--- src/rtl/bin2bcd_seq.sv ---
// Sequential binary-to-BCD converter (shift-and-add-3, one bit per clock).
//
// Accepts an unsigned magnitude plus sign on a start request, converts it over
// WIDTH clock cycles, then presents registered BCD digits, sign and overflow
// together with a one-cycle done pulse.
//
// Ports:
//   clk_i    system clock, rising edge
//   rst_ni   asynchronous active-low reset
//   start_i  conversion request, sampled only while idle
//   value_i  unsigned binary magnitude, sampled on the accepting edge
//   neg_i    sign of value_i (1 = negative), sampled with value_i
//   busy_o   high while converting or presenting the result
//   done_o   one-cycle pulse, result valid
//   bcd_o    result digits, units digit in bits [3:0]
//   sign_o   sign belonging to the current result
//   ovf_o    converted value was >= 10**DIGITS (bcd_o holds value mod 10**DIGITS)
module bin2bcd_seq #(
  parameter int unsigned WIDTH  = 5,
  parameter int unsigned DIGITS = 2
) (
  input  logic                  clk_i,
  input  logic                  rst_ni,
  input  logic                  start_i,
  input  logic [WIDTH-1:0]      value_i,
  input  logic                  neg_i,
  output logic                  busy_o,
  output logic                  done_o,
  output logic [4*DIGITS-1:0]   bcd_o,
  output logic                  sign_o,
  output logic                  ovf_o
);

  localparam int unsigned BcdW  = 4 * DIGITS;
  localparam int unsigned WorkW = BcdW + WIDTH;
  localparam int unsigned CntW  = $clog2(WIDTH + 1);

  function automatic int unsigned pow10(input int unsigned n);
    int unsigned p;
    p = 1;
    for (int unsigned i = 0; i < n; i++) begin
      p = p * 10;
    end
    return p;
  endfunction

  localparam int unsigned Pow10 = pow10(DIGITS);

  typedef enum logic [1:0] {StIdle, StConv, StDone} state_e;

  state_e             state_q, state_d;
  logic [WorkW-1:0]   work_q, work_d;     // {BCD field, binary field}
  logic [CntW-1:0]    cnt_q, cnt_d;
  logic               neg_q, neg_d;
  logic               ovf_pend_q, ovf_pend_d;
  logic [BcdW-1:0]    bcd_q, bcd_d;
  logic               sign_q, sign_d;
  logic               ovf_q, ovf_d;

  logic [WorkW-1:0]   work_adj;
  logic [WorkW-1:0]   work_shift;

  // Add-3 correction on every BCD nibble, then shift the whole register.
  // The carry out of the top nibble falls off, giving value mod 10**DIGITS.
  always_comb begin
    work_adj = work_q;
    for (int unsigned d = 0; d < DIGITS; d++) begin
      if (work_q[WIDTH+4*d +: 4] >= 4'd5) begin
        work_adj[WIDTH+4*d +: 4] = work_q[WIDTH+4*d +: 4] + 4'd3;
      end
    end
    work_shift = work_adj << 1;
  end

  always_comb begin
    state_d    = state_q;
    work_d     = work_q;
    cnt_d      = cnt_q;
    neg_d      = neg_q;
    ovf_pend_d = ovf_pend_q;
    bcd_d      = bcd_q;
    sign_d     = sign_q;
    ovf_d      = ovf_q;

    unique case (state_q)
      StIdle: begin
        if (start_i) begin
          work_d     = {{BcdW{1'b0}}, value_i};
          neg_d      = neg_i;
          // Zero-extend to 32 bits for the threshold compare.
          ovf_pend_d = (32'(value_i) >= Pow10);
          cnt_d      = CntW'(WIDTH);
          state_d    = StConv;
        end
      end
      StConv: begin
        work_d = work_shift;
        cnt_d  = cnt_q - CntW'(1);
        // Last shift: publish the result on the edge that enters StDone.
        if (cnt_q == CntW'(1)) begin
          state_d = StDone;
          bcd_d   = work_shift[WorkW-1 -: BcdW];
          sign_d  = neg_q;
          ovf_d   = ovf_pend_q;
        end
      end
      StDone: begin
        state_d = StIdle;
      end
      default: begin
        state_d = StIdle;
      end
    endcase
  end

  always_ff @(posedge clk_i or negedge rst_ni) begin
    if (!rst_ni) begin
      state_q    <= StIdle;
      work_q     <= '0;
      cnt_q      <= '0;
      neg_q      <= 1'b0;
      ovf_pend_q <= 1'b0;
      bcd_q      <= '0;
      sign_q     <= 1'b0;
      ovf_q      <= 1'b0;
    end else begin
      state_q    <= state_d;
      work_q     <= work_d;
      cnt_q      <= cnt_d;
      neg_q      <= neg_d;
      ovf_pend_q <= ovf_pend_d;
      bcd_q      <= bcd_d;
      sign_q     <= sign_d;
      ovf_q      <= ovf_d;
    end
  end

  // Decoded from the state register only; no input reaches an output directly.
  assign busy_o = (state_q != StIdle);
  assign done_o = (state_q == StDone);
  assign bcd_o  = bcd_q;
  assign sign_o = sign_q;
  assign ovf_o  = ovf_q;

endmodule
--- config.mk ---
export PLATFORM = sky130hd
export DESIGN_NAME = bin2bcd_seq
export DESIGN_NICKNAME = d
export VERILOG_FILES = /design/src/rtl/bin2bcd_seq.sv
export SDC_FILE = /design/constraint.sdc
export NUM_CORES = 1
export LEC_CHECK = 0
export ABC_AREA = 1
export CORE_MARGIN = 8
export CORE_UTILIZATION = 55
export CTS_BUF_LIST = sky130_fd_sc_hd__clkbuf_2
export DETAILED_ROUTE_END_ITERATION = 16
export PLACE_DENSITY_LB_ADDON = 0.1
export SYNTH_ARGS = -nofsm -noshare
export SYNTH_HDL_FRONTEND = slang
export SYNTH_SLANG_ARGS = --single-unit
--- constraint.sdc ---
create_clock -name clk_i -period 1.8 [get_ports clk_i]
set_clock_uncertainty 0.2 [all_clocks]
set_input_delay 0.36 -clock clk_i [delete_from_list [all_inputs] [get_ports clk_i]]
set_output_delay 0.36 -clock clk_i [all_outputs]
set_load 0.02 [all_outputs]
==> run metrics <==
DRC violations left=0; Post-synth top flop=dfrtp_1; area grow syn2layout=15.7%; Critical Path Sink Type=primary output; IO Count=21; post-synthesis net count=179; aggregate global-route resource usage=13.5%; Hold Violations, Final=0; hold slack final=0.112 ns; Critical Path RT=between 1 and 1.5 ns; die extent in x=66.4 µm; Synth Register Bits=28; Clk pwr share=a little over 8%; PortBufs=19; setup_tns=0 ns; Skew-Pair Late Insertion Delay=0.37 ns; CTS HTree Levels=1; Mapped Cells=164; critical-path cell list=dlygate4sd2_1; Worst Path Arrival=around 1.2 ns; slowest CP cell=dfrtp_1; Final setup viols=0; fin worst setup slack=0.0900 ns; switching share of power=46.7%; Post-Route Utilization=66.4%; status=finished, final reports clean; CTS Buf Count=3; syn_area_per_cell=roughly 8.5 µm²; dpl hpwl=just over 2 mm; antenna violations before repair=0; Yosys top cell by area=dfrtp_1; routed wire length per instance=12.8 µm; sequential share of power=37.7%; Filler Cells Inserted=199; Synth top area share=between 50% and 60%; top-count cell post-synth=nand2_1; largest net degree at the start of global routing=29; Final #Nets=203; synthesized cell area=roughly 1400 µm²; Slew Limit Fails=0; Ys Warns=0; Reg clk slew, reported paths=between 0.2 and 0.3 ns; Post-DRT Antenna Nets=0; startpoint types=flop; pre-CTS WS=around 0.070 ns; Final min period=1.71 ns; routed wire length=~2.8 mm; Core Box Area=2430 µm²; antenna fix cells=0; unrepaired setup endpoints after global routing=no; CTS root buffer=clkbuf_2; Via density=5.14; largest cells by area after synthesis=dfrtp_1 (50%), nand2_1 (16%), nand3_1 (5.7%); die height=66.4 µm; VDD IR-drop max=0.00101 V; switching power=1.34 mW; Initial Utilization=57.4%; first-pass GRT wire length=4.69 mm; CP Class=reg2out; Top Family by Delay on Critical Path=flip-flops; EDFF count, synth=0; internal cell power=1.53 mW; ys async rst share=100%; Achievable Freq=about 600 MHz; CTS tree=built; DR pass1 iterations=4; Buf/Inv on CP=1; register area share after synthesis=roughly half; number of global-route vias before repair=1110; layout cell share with drive strength beyond 1=11.2%; die footprint=4410 µm²; Worst Path Max Fanout=2; pwr dens=about 1800 nW/µm²; Total Power=between 2 and 3 mW; CP max stage delay=0.45 ns; initial DRC count=55; HP Class=in2async; CTS max path bufs=2; combinational share of power=54.0%; gr ovfl total=0; Pleak=0.868 nW; Post-CTS Hold Buffers=0; clk sinks=28; Final Wtd Congestion=0.922; Row Count=18; DR vias=1115; Max-cap violations=0; list of most frequent post-synthesis cells=nand2_1 (59), dfrtp_1 (28), inv_1 (17); Synth cell types=24; fin crit share=95.0%
[power groups by stage]
stage                     Clock [mW]  Sequential (mW)  Combinational [mW]
after floorplan                    0             1.18                1.08
after global placement             0             1.09                1.55
after detailed placement           0             1.10                1.61
after CTS                      0.241             1.08                1.58
after global routing           0.269             1.12                1.76
final                          0.239             1.08                1.55
[state kept, by name, indices dropped and copies added (netlist names)]
name,count
state_q,2
work_q,13
neg_q,1
bcd_o,8
sign_o,1
cnt_q,3
[kinds of logic (layout without fill, tap and decap cells)]
kind of cell / count (synthesis) / after routing / share of synthesized area (%)
simple gates: 85 / 85 / 26.7
flops: 28 / 28 / 50.2
buf+inv: 25 / 48 / 8.78
compound gates: 18 / 18 / 8.06
fa+ha+maj: 6 / 6 / 5.38
other cells: 1 / 1 / 0.269
xor+xnor: 1 / 1 / 0.627
[worst paths after layout]
kind / from / endpoint / slack [ns] / depth (start not counted)
setup / recovery: bcd_o[3]$_DFFE_PN0P_ / bcd_o[3] / 0.09 / 1
hold / removal: rst_ni / work_q[12]$_DFFE_PN0P_ / 0.11 / 2
setup reg to reg: state_q[1]$_DFFE_PN0P_ / bcd_o[6]$_DFFE_PN0P_ / 0.10 / 7
min in group clk_i: bcd_o[6]$_DFFE_PN0P_ / bcd_o[6]$_DFFE_PN0P_ / 0.31 / 2
hold reg to reg: bcd_o[6]$_DFFE_PN0P_ / bcd_o[6]$_DFFE_PN0P_ / 0.31 / 2
max in group asynchronous: rst_ni / work_q[3]$_DFFE_PN0P_ / 1.01 / 2
[cell type report]
class / instances / area [µm²] / share of cell area, %
clock buffers: 3 / 15.0 / 0.930
clock inverters: 1 / 3.75 / 0.232
inverters: 20 / 76.3 / 4.73
multi-input cells: 111 / 573 / 35.5
flip-flops and latches: 28 / 701 / 43.4
well taps: 30 / 37.5 / 2.32
repair buffers: 24 / 209 / 12.9
[cell usage in the layout, fill, tap and decap left out, drive strengths merged]
cell type	instances
clkinv	2
nand3	17
nand4	4
conb	1
dfrtp	28
nor2	4
o22ai	3
xnor2	1
dlygate4sd2	9
ha	6
o21ai	12
a31oi	1
clkbuf	3
clkdlybuf4s50	8
buf	7
a22oi	1
nand2	60
a21oi	1
inv	19
[metrics by stage]
step,instance area [µm²],std cells
floorplan,1400,164
global placement,1600,211
detailed placement,1600,211
CTS,1620,217
global route,1620,217
finish,1620,217
[repair_timing]
action | 4_1_cts | 5_1_grt
resized for setup | 16 | 3
pin swaps | 0 | 1
setup endpoints to repair | 11 | 2
buffers inserted | 2 | 1
cloned | 0 | 0
[layer usage]
layer,wire length [µm],share of wire (%),up-vias,GRT usage [%]
met5,0,0,-,0
met4,49,1.8,0,6.40
met3,132,4.7,6,3.39
met2,1310,47,26,23.2
met1,1290,46,511,15.3
li1,-,-,572,-
(Power assumes the default switching activity.)
